<file path="src/rtl/cpu8_pkg.sv">
// Shared definitions for the 8-bit bus CPU control path.
// Opcodes, one-hot T-state constants and the strobe bundle.
package cpu8_pkg;

  localparam int OPW     = 4;
  localparam int NTSTATE = 6;

  localparam logic [OPW-1:0] OP_NOP  = 4'h0;
  localparam logic [OPW-1:0] OP_LDA  = 4'h1;
  localparam logic [OPW-1:0] OP_ADD  = 4'h2;
  localparam logic [OPW-1:0] OP_SUB  = 4'h3;
  localparam logic [OPW-1:0] OP_STA  = 4'h4;
  localparam logic [OPW-1:0] OP_LDI  = 4'h5;
  localparam logic [OPW-1:0] OP_JMP  = 4'h6;
  localparam logic [OPW-1:0] OP_JC   = 4'h7;
  localparam logic [OPW-1:0] OP_JZ   = 4'h8;
  localparam logic [OPW-1:0] OP_MOVB = 4'h9;
  localparam logic [OPW-1:0] OP_MOVC = 4'hA;
  localparam logic [OPW-1:0] OP_IN   = 4'hB;
  localparam logic [OPW-1:0] OP_OUT  = 4'hE;
  localparam logic [OPW-1:0] OP_HLT  = 4'hF;

  localparam logic [NTSTATE-1:0] T1 = 6'b000001;
  localparam logic [NTSTATE-1:0] T2 = 6'b000010;
  localparam logic [NTSTATE-1:0] T3 = 6'b000100;
  localparam logic [NTSTATE-1:0] T4 = 6'b001000;
  localparam logic [NTSTATE-1:0] T5 = 6'b010000;
  localparam logic [NTSTATE-1:0] T6 = 6'b100000;

  typedef struct packed {
    logic count_pc;
    logic clear_pc;
    logic enable_pc;
    logic load_pc;
    logic load_mar;
    logic ce_ram;
    logic we_ram;
    logic load_accum;
    logic enable_accum;
    logic sub_mode;
    logic enable_alu;
    logic load_temp_reg;
    logic load_b_reg;
    logic load_c_reg;
    logic load_output_reg;
    logic load_inst_reg;
    logic enable_inst_reg;
    logic clear_inst_reg;
    logic enable_input;
  } ctrl_t;

endpackage

</file>
<file path="src/rtl/cpu_control_sequencer_if.sv">
// Control bundle between sequencer and datapath.
// master = sequencer, slave = datapath.
interface cpu_control_sequencer_if;
  import cpu8_pkg::*;

  logic [OPW-1:0] opcode;
  logic zero_flag;
  logic carry_flag;
  logic count_pc;
  logic clear_pc;
  logic enable_pc;
  logic load_pc;
  logic load_mar;
  logic ce_ram;
  logic we_ram;
  logic load_accum;
  logic enable_accum;
  logic sub_mode;
  logic enable_alu;
  logic load_temp_reg;
  logic load_b_reg;
  logic load_c_reg;
  logic load_output_reg;
  logic load_inst_reg;
  logic enable_inst_reg;
  logic clear_inst_reg;
  logic enable_input;

  modport master (
    input  opcode, zero_flag, carry_flag,
    output count_pc, clear_pc, enable_pc, load_pc,
    output load_mar, ce_ram, we_ram,
    output load_accum, enable_accum, sub_mode, enable_alu,
    output load_temp_reg, load_b_reg, load_c_reg,
    output load_output_reg,
    output load_inst_reg, enable_inst_reg, clear_inst_reg,
    output enable_input
  );

  modport slave (
    output opcode, zero_flag, carry_flag,
    input  count_pc, clear_pc, enable_pc, load_pc,
    input  load_mar, ce_ram, we_ram,
    input  load_accum, enable_accum, sub_mode, enable_alu,
    input  load_temp_reg, load_b_reg, load_c_reg,
    input  load_output_reg,
    input  load_inst_reg, enable_inst_reg, clear_inst_reg,
    input  enable_input
  );

endinterface

</file>
<file path="src/rtl/t_state_ring.sv">
// One-hot T-state ring counter.
// restart forces T1 and wins over adv.
module t_state_ring
  import cpu8_pkg::*;
(
  input  logic               clk,
  input  logic               clear_n,
  input  logic               adv,
  input  logic               restart,
  output logic [NTSTATE-1:0] ring
);

  // rotate the single hot bit on advance
  always_ff @(posedge clk or negedge clear_n) begin
    if (!clear_n)
      ring <= T1;
    else if (restart)
      ring <= T1;
    else if (adv)
      ring <= {ring[NTSTATE-2:0], ring[NTSTATE-1]};
  end

endmodule

</file>
<file path="src/rtl/cpu_control_sequencer.sv">
// Microsequencer: T-state ring, opcode decode, strobes.
// Optional single-step: define SEQ_SINGLE_STEP_EN.
module cpu_control_sequencer
  import cpu8_pkg::*;
(
  input  logic                    clk,
  input  logic                    clear_n,
  input  logic                    run,
`ifdef SEQ_SINGLE_STEP_EN
  input  logic                    step_mode,
  input  logic                    step,
`endif
  cpu_control_sequencer_if.master bus,
  output logic [NTSTATE-1:0]      t_state,
  output logic                    halted
);

  typedef enum logic [1:0] {
    S_INIT,
    S_RUN,
    S_HALT
  } state_t;

  state_t             st;
  state_t             nxt;
  logic [NTSTATE-1:0] ring;
  logic               adv;
  logic               rst1;
  logic               cap;
  logic               fin;
  logic               go;
  logic               zf_q;
  logic               cf_q;
  ctrl_t              c;
  ctrl_t              o;
  logic [OPW-1:0]     op;

  assign op = bus.opcode;

`ifdef SEQ_SINGLE_STEP_EN
  logic [2:0] sy;

  // two-flop synchroniser plus one flop for edge detect
  always_ff @(posedge clk or negedge clear_n) begin
    if (!clear_n)
      sy <= '0;
    else
      sy <= {sy[1:0], step};
  end

  assign go = !step_mode | (sy[1] & ~sy[2]);
`else
  assign go = 1'b1;
`endif

  t_state_ring u_ring (
    .clk     (clk),
    .clear_n (clear_n),
    .adv     (adv),
    .restart (rst1),
    .ring    (ring)
  );

  // sequencer state and captured ALU flags
  always_ff @(posedge clk or negedge clear_n) begin
    if (!clear_n) begin
      st   <= S_INIT;
      zf_q <= 1'b0;
      cf_q <= 1'b0;
    end else begin
      st <= nxt;
      if (cap) begin
        zf_q <= bus.zero_flag;
        cf_q <= bus.carry_flag;
      end
    end
  end

  // next-state, ring control and strobe decode
  always_comb begin
    c    = '0;
    nxt  = st;
    adv  = 1'b0;
    rst1 = 1'b0;
    cap  = 1'b0;
    fin  = 1'b0;
    unique case (st)
      S_INIT: begin
        c.clear_pc       = 1'b1;
        c.clear_inst_reg = 1'b1;
        nxt              = S_RUN;
        rst1             = 1'b1;
      end
      S_RUN: begin
        unique case (1'b1)
          ring[0]: begin
            if (run) begin
              c.enable_pc = 1'b1;
              c.load_mar  = 1'b1;
              adv         = 1'b1;
            end
          end
          ring[1]: begin
            c.count_pc = 1'b1;
            adv        = 1'b1;
          end
          ring[2]: begin
            c.ce_ram        = 1'b1;
            c.load_inst_reg = 1'b1;
            adv             = 1'b1;
          end
          ring[3]: begin
            fin = 1'b1;
            unique case (op)
              OP_LDA, OP_ADD, OP_SUB, OP_STA: begin
                c.enable_inst_reg = 1'b1;
                c.load_mar        = 1'b1;
                fin               = 1'b0;
              end
              OP_LDI: begin
                c.enable_inst_reg = 1'b1;
                c.load_accum      = 1'b1;
              end
              OP_JMP: begin
                c.enable_inst_reg = 1'b1;
                c.load_pc         = 1'b1;
              end
              OP_JC: begin
                c.enable_inst_reg = cf_q;
                c.load_pc         = cf_q;
              end
              OP_JZ: begin
                c.enable_inst_reg = zf_q;
                c.load_pc         = zf_q;
              end
              OP_MOVB: begin
                c.enable_accum = 1'b1;
                c.load_b_reg   = 1'b1;
              end
              OP_MOVC: begin
                c.enable_accum = 1'b1;
                c.load_c_reg   = 1'b1;
              end
              OP_IN: begin
                c.enable_input = 1'b1;
                c.load_accum   = 1'b1;
              end
              OP_OUT: begin
                c.enable_accum    = 1'b1;
                c.load_output_reg = 1'b1;
              end
              OP_HLT: nxt = S_HALT;
              default: ;
            endcase
            adv  = !fin;
            rst1 = fin;
          end
          ring[4]: begin
            fin = 1'b1;
            unique case (op)
              OP_LDA: begin
                c.ce_ram     = 1'b1;
                c.load_accum = 1'b1;
              end
              OP_ADD, OP_SUB: begin
                c.ce_ram        = 1'b1;
                c.load_temp_reg = 1'b1;
                fin             = 1'b0;
              end
              OP_STA: begin
                c.enable_accum = 1'b1;
                c.ce_ram       = 1'b1;
                c.we_ram       = 1'b1;
              end
              default: ;
            endcase
            adv  = !fin;
            rst1 = fin;
          end
          ring[5]: begin
            rst1 = 1'b1;
            if (op == OP_ADD || op == OP_SUB) begin
              c.enable_alu = 1'b1;
              c.load_accum = 1'b1;
              c.sub_mode   = (op == OP_SUB);
              cap          = 1'b1;
            end
          end
          default: rst1 = 1'b1;
        endcase
      end
      S_HALT: ;
      default: nxt = S_INIT;
    endcase
    if (!go) begin
      c    = '0;
      nxt  = st;
      adv  = 1'b0;
      rst1 = 1'b0;
      cap  = 1'b0;
    end
  end

  // strobes forced low while reset is held
  assign o = clear_n ? c : '0;

  assign bus.count_pc        = o.count_pc;
  assign bus.clear_pc        = o.clear_pc;
  assign bus.enable_pc       = o.enable_pc;
  assign bus.load_pc         = o.load_pc;
  assign bus.load_mar        = o.load_mar;
  assign bus.ce_ram          = o.ce_ram;
  assign bus.we_ram          = o.we_ram;
  assign bus.load_accum      = o.load_accum;
  assign bus.enable_accum    = o.enable_accum;
  assign bus.sub_mode        = o.sub_mode;
  assign bus.enable_alu      = o.enable_alu;
  assign bus.load_temp_reg   = o.load_temp_reg;
  assign bus.load_b_reg      = o.load_b_reg;
  assign bus.load_c_reg      = o.load_c_reg;
  assign bus.load_output_reg = o.load_output_reg;
  assign bus.load_inst_reg   = o.load_inst_reg;
  assign bus.enable_inst_reg = o.enable_inst_reg;
  assign bus.clear_inst_reg  = o.clear_inst_reg;
  assign bus.enable_input    = o.enable_input;

  assign t_state = (st == S_RUN) ? ring : '0;
  assign halted  = (st == S_HALT);

endmodule

</file>
<file path="src/flat_wrapper.sv">
// flat-port wrapper written by rule: the top's interface ports become plain ports
module cpu_control_sequencer_flat import cpu8_pkg::*;
  (clk, clear_n, run, t_state, halted, bus_opcode, bus_zero_flag, bus_carry_flag, bus_count_pc, bus_clear_pc, bus_enable_pc, bus_load_pc, bus_load_mar, bus_ce_ram, bus_we_ram, bus_load_accum, bus_enable_accum, bus_sub_mode, bus_enable_alu, bus_load_temp_reg, bus_load_b_reg, bus_load_c_reg, bus_load_output_reg, bus_load_inst_reg, bus_enable_inst_reg, bus_clear_inst_reg, bus_enable_input);
  cpu_control_sequencer_if bus_i ();
  input  logic clk;
  input  logic clear_n;
  input  logic run;
  output logic [NTSTATE-1:0] t_state;
  output logic halted;
  input wire logic [$bits(bus_i.opcode)-1:0] bus_opcode;
  input wire logic [$bits(bus_i.zero_flag)-1:0] bus_zero_flag;
  input wire logic [$bits(bus_i.carry_flag)-1:0] bus_carry_flag;
  output wire logic [$bits(bus_i.count_pc)-1:0] bus_count_pc;
  output wire logic [$bits(bus_i.clear_pc)-1:0] bus_clear_pc;
  output wire logic [$bits(bus_i.enable_pc)-1:0] bus_enable_pc;
  output wire logic [$bits(bus_i.load_pc)-1:0] bus_load_pc;
  output wire logic [$bits(bus_i.load_mar)-1:0] bus_load_mar;
  output wire logic [$bits(bus_i.ce_ram)-1:0] bus_ce_ram;
  output wire logic [$bits(bus_i.we_ram)-1:0] bus_we_ram;
  output wire logic [$bits(bus_i.load_accum)-1:0] bus_load_accum;
  output wire logic [$bits(bus_i.enable_accum)-1:0] bus_enable_accum;
  output wire logic [$bits(bus_i.sub_mode)-1:0] bus_sub_mode;
  output wire logic [$bits(bus_i.enable_alu)-1:0] bus_enable_alu;
  output wire logic [$bits(bus_i.load_temp_reg)-1:0] bus_load_temp_reg;
  output wire logic [$bits(bus_i.load_b_reg)-1:0] bus_load_b_reg;
  output wire logic [$bits(bus_i.load_c_reg)-1:0] bus_load_c_reg;
  output wire logic [$bits(bus_i.load_output_reg)-1:0] bus_load_output_reg;
  output wire logic [$bits(bus_i.load_inst_reg)-1:0] bus_load_inst_reg;
  output wire logic [$bits(bus_i.enable_inst_reg)-1:0] bus_enable_inst_reg;
  output wire logic [$bits(bus_i.clear_inst_reg)-1:0] bus_clear_inst_reg;
  output wire logic [$bits(bus_i.enable_input)-1:0] bus_enable_input;
  assign bus_i.opcode = bus_opcode;
  assign bus_i.zero_flag = bus_zero_flag;
  assign bus_i.carry_flag = bus_carry_flag;
  assign bus_count_pc = bus_i.count_pc;
  assign bus_clear_pc = bus_i.clear_pc;
  assign bus_enable_pc = bus_i.enable_pc;
  assign bus_load_pc = bus_i.load_pc;
  assign bus_load_mar = bus_i.load_mar;
  assign bus_ce_ram = bus_i.ce_ram;
  assign bus_we_ram = bus_i.we_ram;
  assign bus_load_accum = bus_i.load_accum;
  assign bus_enable_accum = bus_i.enable_accum;
  assign bus_sub_mode = bus_i.sub_mode;
  assign bus_enable_alu = bus_i.enable_alu;
  assign bus_load_temp_reg = bus_i.load_temp_reg;
  assign bus_load_b_reg = bus_i.load_b_reg;
  assign bus_load_c_reg = bus_i.load_c_reg;
  assign bus_load_output_reg = bus_i.load_output_reg;
  assign bus_load_inst_reg = bus_i.load_inst_reg;
  assign bus_enable_inst_reg = bus_i.enable_inst_reg;
  assign bus_clear_inst_reg = bus_i.clear_inst_reg;
  assign bus_enable_input = bus_i.enable_input;
  cpu_control_sequencer u_core (.clk(clk), .clear_n(clear_n), .run(run), .bus(bus_i), .t_state(t_state), .halted(halted));
endmodule
</file>
<file path="config.mk">
export PLATFORM = sky130hd
export DESIGN_NAME = cpu_control_sequencer_flat
export DESIGN_NICKNAME = d
export VERILOG_FILES = /design/src/rtl/cpu8_pkg.sv /design/src/rtl/cpu_control_sequencer_if.sv /design/src/rtl/t_state_ring.sv /design/src/rtl/cpu_control_sequencer.sv /design/src/flat_wrapper.sv
export SDC_FILE = /design/constraint.sdc
export NUM_CORES = 1
export LEC_CHECK = 0
export BUFFER_PORTS_ARGS = -buffer_cell sky130_fd_sc_hd__buf_4
export CAP_MARGIN = 20
export CORE_MARGIN = 1.5
export CORE_UTILIZATION = 45
export DETAILED_ROUTE_END_ITERATION = 16
export PLACE_DENSITY = 0.73
export SYNTH_ARGS = -nofsm -noshare
export SYNTH_HDL_FRONTEND = slang
export SYNTH_SLANG_ARGS = --single-unit
</file>
<file path="constraint.sdc">
create_clock -name clk -period 3 [get_ports clk]
set_input_delay 0.45 -clock clk [delete_from_list [all_inputs] [get_ports clk]]
set_output_delay 0.45 -clock clk [all_outputs]
set_load 0.01 [all_outputs]
</file>
==> metrics.md, run 1 <==
| Metric | Value |
|---|---|
| Area of the multi-input gates | 598 µm² |
| Post-route clock period utilization | 0.863 |
| Post-cts sizing count | 0 |
| Starting Density | 0.475 |
| WP buf/inv | 1 |
| Gate Count Post-Synth | 116 |
| Most common cell after layout, fill and taps aside | buf_4 |
| Max Buffers Root-to-Sink | 2 |
| Rows | 16 |
| Mapped Area | 922 µm² |
| CTS clock-pin slew for the worst setup and hold paths | 0.07 ns |
| WP data arrival | 2.14 ns |
| Outcome | completed |
| Worst VDD drop | 0.438 mV |
| Maxcap violations | 0 |
| Crit path launch type | register |
| Max Slew Vio Count | 0 |
| Area grow syn2layout | 27.5% |
| Vias in the first global route | 869 |
| DRT Pass-1 Iters | 4 |
| Final HPWL DP | 1850 µm |
| Detail Route Antenna Nets | 0 |
| Power per Cell Area | 635 nW/µm² |
| Register area share after synthesis | 0.273 |
| Worst-path fanout max | 10 |
| Reg area | 251 µm² |
| TNS Setup | 0 ns |
| Largest net degree at the start of global routing | 17 |
| CTS Buf Count | 3 |
| Antenna Cells | 0 |
| Critical Path End Type | primary output |
| Int Pwr | 415 µW |
| Unique masters post-synth | 40 |
| R2R Path Start | u_core.st[0] |
| Slowest Stage Delay on Critical Path | 0.63 ns |
| Core area | 1940 µm² |
| Switch share | 0.444 |
| Max transition margin | 0.532 |
| Slowest CP cell | nor2b_1 |
| Worst setup margin | 0.410 ns |
| Total GRT Usage | 0.231 |
| RR Endpoint | u_core.u_ring.ring[0] |
| Fill count | 190 |
| Cell family with most CP delay | simple AND/OR/NAND/NOR gates |
| Crit-path cells | nor2b_1 -> nand4_4 -> nor3_1 -> o21bai_2 -> buf_4 |
| Vias per cell | 5.76 |
| Routed len/inst | 14.2 µm |
| Top_reg_cell synth | dfrtp_1 |
| Clock power share | 0.132 |
| CTS tree | yes |
| Overall die height | 48.3 µm |
| Leakage | 0.000543 µW |
| Kind of critical path | register to primary output |
| Unrepaired setup endpoints after global routing | no |
| Final Hold Fails | 0 |
| Post-Syn Nets | 125 |
| Mean cell area of the mapped netlist | 7.95 µm² |
| Initial antenna violation count | 0 |
| Ranking of synthesized cells by area | dfrtp_1 (24%), nor2_1 (5.3%), nand2_1 (4.5%), o21ai_0 (4.3%), nor3_1 (3.8%) |
| Hold buffer count at cts | 0 |
| Share of cells above drive strength 1 | 0.333 |
| H-tree lvl count | 1 |
| Dpl cell area | 1150 µm² |
| Actual transition at the worst max-transition pin | 0.701 ns |
| Yosys warns | 0 |
| Post-CTS setup buffer count | 0 |
| Congestion Overflow GR | 0 |
| Cell count of the worst reg-to-reg path | 3 |
| Die extent in x | 48.3 µm |
| Sequential share of power | 0.325 |
| Post-synth ARST share | 1.00 |
| Final Wtd Congestion | 0.801 |
| Port Buffers | 34 |
| Utilization after layout | 0.606 |
| Combinational share of power | 0.543 |
| Placement Setup Slack | 0.706 ns |
| Total Nets Final | 157 |
| CTS root buffer | clkbuf_4 |
| Synthesis-stage register bit count | 10 |
| Hold crit path type | input port to async pin |
| R2r setup slk | 1.24 ns |
| Post-synth top area share | 0.244 |
| Most frequent cells in the layout | buf_4 (34), nor2_1 (13), nand2_1 (11) |
| Synth area leader | dfrtp_1 |
| CP Data Required Time | 2.55 ns |
| Post-synth EDFFs | 0 |
| Via count | 1,002 |
| Post-route cell area | 1180 µm² |
| Final wirelength | 2470 µm |
| Top-level I/O count | 35 |
| Detailed-route DRC error count | 0 |
| CTS sink cnt | 10 |
| Crit path time final | 2.59 ns |
| NetSw | 332 µW |
| Count of final setup violators | 0 |
| Die area | 2330 µm² |
| Worst-Skew Late Latency | 0.28 ns |
| Worst Skew | 0.0155 ns |
| Max Freq | 386 MHz |
| Initial DRC count | 37 |
| Global-route wire length before repair | 3840 µm |
==> layout make-up <==
cell class	count	area share
multi-input combinational	96	0.509
timing repair buffer	34	0.217
sequential	10	0.214
tap	27	0.0287
clock buffer	4	0.0223
inverter	3	0.00957
==> sequential cells by signal (all words and copies together) (netlist names) <==
signal	flops
u_core.cf_q	1
u_core.st	2
u_core.u_ring.ring	6
u_core.zf_q	1
==> how the worst max path moves through the flow <==
stage | from | endpoint | depth (start not counted)
global placement | u_core.st[0] | bus_enable_accum | 5
CTS | u_core.st[0] | bus_enable_accum | 5
detailed placement | u_core.st[0] | bus_enable_accum | 5
floorplan | u_core.st[0] | bus_enable_accum | 5
finish | u_core.st[0] | bus_enable_accum | 5
global route | u_core.st[0] | bus_enable_accum | 5
==> worst register-to-register path, cell delays in order, from the launching register on <==
cell	delay, ns
dfrtp_1	0.52
nor2b_1	0.63
o21ai_0	0.19
a221o_1	0.33
==> synth_stat cells, types with 2 or more instances <==
cell type  count
or3_1          3
and3_1         4
nand2b_1       4
nand3_1        5
nor4_1         3
a21oi_1        6
buf_4          3
nor3_1         7
nand2_1       11
mux2_2         2
dfrtp_1        9
nor2b_1        3
o21a_1         2
buf_6          3
and2_1         4
nor2_1        13
a31oi_1        2
o21ai_0        8
inv_1          3
==> per-layer routing <==
layer / GRT usage / up-vias / wire (µm)
met3: 0.0222 / 4 / 206
li1: - / 478 / -
met2: 0.405 / 55 / 1240
met4: 0.0811 / 0 / 27
met1: 0.293 / 465 / 992
met5: 0 / - / 0
==> stage by stage <==
stage                     total power [µW]  hold WS (ns)  std cells
final                                  747        0.0169        174
after global routing                   798        0.0281        174
after CTS                              744        0.0295        174
after detailed placement               645         0.319        170
after global placement                 642         0.313        170
after floorplan                        508         0.154        116
==> kinds of logic after synthesis <==
family,Yosys count,share of synthesized area
AOI/OAI and AO/OA,26,0.185
and+or+nand+nor,66,0.412
muxes,4,0.0516
buffers and inverters,10,0.0787
DFF,10,0.273
==> power by group through the flow <==
| stage | combinational [µW] | sequential, µW | clock [µW] |
|---|---|---|---|
| after floorplan | 299 | 209 | 0 |
| after global placement | 399 | 243 | 0 |
| after detailed placement | 402 | 243 | 0 |
| after CTS | 406 | 240 | 97.8 |
| after global routing | 444 | 247 | 107 |
| final | 406 | 243 | 98.4 |
Note: power is estimated with default switching activity, not from simulation.
==> run 2: changes to the inputs <==
Settings changed: CELL_PAD_IN_SITES_DETAIL_PLACEMENT from default to 0, CELL_PAD_IN_SITES_GLOBAL_PLACEMENT from default to 1, CORE_UTILIZATION 45 to 37, PLACE_DENSITY 0.73 to 0.83.
==> metrics.md, run 2 (same netlist as run 1, synthesis figures left out) <==
| Metric | Value |
|---|---|
| Global-route wire length before repair | 4170 µm |
| Antenna Cells | 0 |
| Max Freq | 434 MHz |
| Outcome | completed |
| Max reg flops | 6 |
| Maxcap violations | 0 |
| Count of final setup violators | 0 |
| Rows | 17 |
| Hold buffer count at cts | 0 |
| CTS root buffer | clkbuf_4 |
| CTS Buf Count | 3 |
| Actual transition at the worst max-transition pin | 0.399 ns |
| CP Data Required Time | 2.55 ns |
| Detailed-route DRC error count | 0 |
| Final HPWL DP | 1810 µm |
| DRT Pass-1 Iters | 4 |
| Post-route clock period utilization | 0.769 |
| Worst Skew | 0.00796 ns |
| CTS clock-pin slew for the worst setup and hold paths | 0.07 ns |
| Cell count of the worst reg-to-reg path | 4 |
| Final Hold Fails | 0 |
| Share of cells above drive strength 1 | 0.338 |
| Die area | 2800 µm² |
| Area grow syn2layout | 28.5% |
| Most flop-heavy register | u_core.u_ring.ring |
| Initial DRC count | 18 |
| Overall die height | 52.9 µm |
| Worst-Skew Late Latency | 0.26 ns |
| Top-level I/O count | 35 |
| Leakage | 0.000547 µW |
| Post-CTS setup buffer count | 0 |
| Initial antenna violation count | 0 |
| Power, Total | 740 µW |
| Critical Path End Type | primary output |
| Regs by FF count | u_core.u_ring.ring (6), u_core.st (2) |
| H-tree lvl count | 1 |
| Starting Density | 0.405 |
| Most frequent cells in the layout | buf_4 (35), nor2_1 (13), nand2_1 (11) |
| Post-cts sizing count | 0 |
| Core area | 2280 µm² |
| Routed len/inst | 14.1 µm |
| TNS Setup | 0 ns |
| Power per Cell Area | 625 nW/µm² |
| Hold crit path type | input port to async pin |
| Final Wtd Congestion | 0.813 |
| Most common cell after layout, fill and taps aside | buf_4 |
| Crit path launch type | register |
| Port Buffers | 34 |
| Die extent in x | 52.9 µm |
| Kind of critical path | register to primary output |
| Largest net degree at the start of global routing | 17 |
| Max Buffers Root-to-Sink | 2 |
| Fill count | 229 |
| Crit path time final | 2.31 ns |
| Final wirelength | 2490 µm |
| Max transition margin | 0.734 |
| CTS sink cnt | 10 |
| WP data arrival | 1.86 ns |
| CTS tree | yes |
| Total GRT Usage | 0.203 |
| Via count | 970 |
| Max Slew Vio Count | 0 |
| Worst VDD drop | 0.504 mV |
| Vias per cell | 5.51 |
| Vias in the first global route | 914 |
| Detail Route Antenna Nets | 0 |
| Total Nets Final | 158 |
| Worst-path fanout max | 9 |
| Unrepaired setup endpoints after global routing | no |
| Congestion Overflow GR | 0 |
## run 2: cell count changes in the layout (fill, tap and decap cells not counted), sizes merged
cell / before / now
buf: 34 / 35
## run 2: report_power, final
group	switching, µW	internal [µW]
logic	215	189
registers	64.4	177
clock network	44.0	51.2
total	324	417
## run 2: area by class of cell
cell class	count	area [µm²]	area share
multi-input cells	96	598	0.505
repair buffers	35	263	0.222
clock buffers	4	26.3	0.0222
inverters	3	11.3	0.00950
well taps	28	35.0	0.0296
flip-flops and latches	10	251	0.212
## run 2: final timing paths
kind	start	endpoint	slack, ns
max	u_core.st[1]	bus_enable_accum	0.69
min	clear_n	u_core.u_ring.ring[1]	0.03
max reg2reg	u_core.u_ring.ring[3]	u_core.u_ring.ring[0]	1.41
min reg2reg	u_core.zf_q	u_core.zf_q	0.53
max in group asynchronous	clear_n	u_core.u_ring.ring[0]	2.71
min in group clk	bus_carry_flag	u_core.cf_q	0.43
## run 2: metal layers
metal / share of wire / up-vias / global-route usage / wire [µm]
met5: 0 / - / 0 / 0
met4: 0.0056 / 0 / 0.0641 / 14
met3: 0.062 / 2 / 0.0339 / 154
met2: 0.47 / 35 / 0.350 / 1160
met1: 0.47 / 456 / 0.255 / 1160
li1: - / 477 / - / -
## run 2: worst max-delay path, stage by stage, from the launching register on
cell and delay, ns:
dfrtp_1 0.45, nand3b_4 0.24, or3_1 0.39, mux2_4 0.27, o21bai_2 0.11, buf_4 0.13
## run 2: stage by stage
| step | cell area, µm² | utilization | setup WS (ns) | hold slack (ns) | instances |
|---|---|---|---|---|---|
| final | 1180 | 0.521 | 0.694 | 0.0337 | 176 |
| after global routing | 1180 | 0.521 | 0.516 | 0.0278 | 176 |
| after CTS | 1180 | 0.521 | 0.672 | 0.0307 | 176 |
| after detailed placement | 1160 | 0.509 | 0.802 | 0.321 | 172 |
| after global placement | 1160 | 0.509 | 0.852 | 0.314 | 172 |
| after floorplan | 922 | - | 1.09 | 0.154 | 116 |
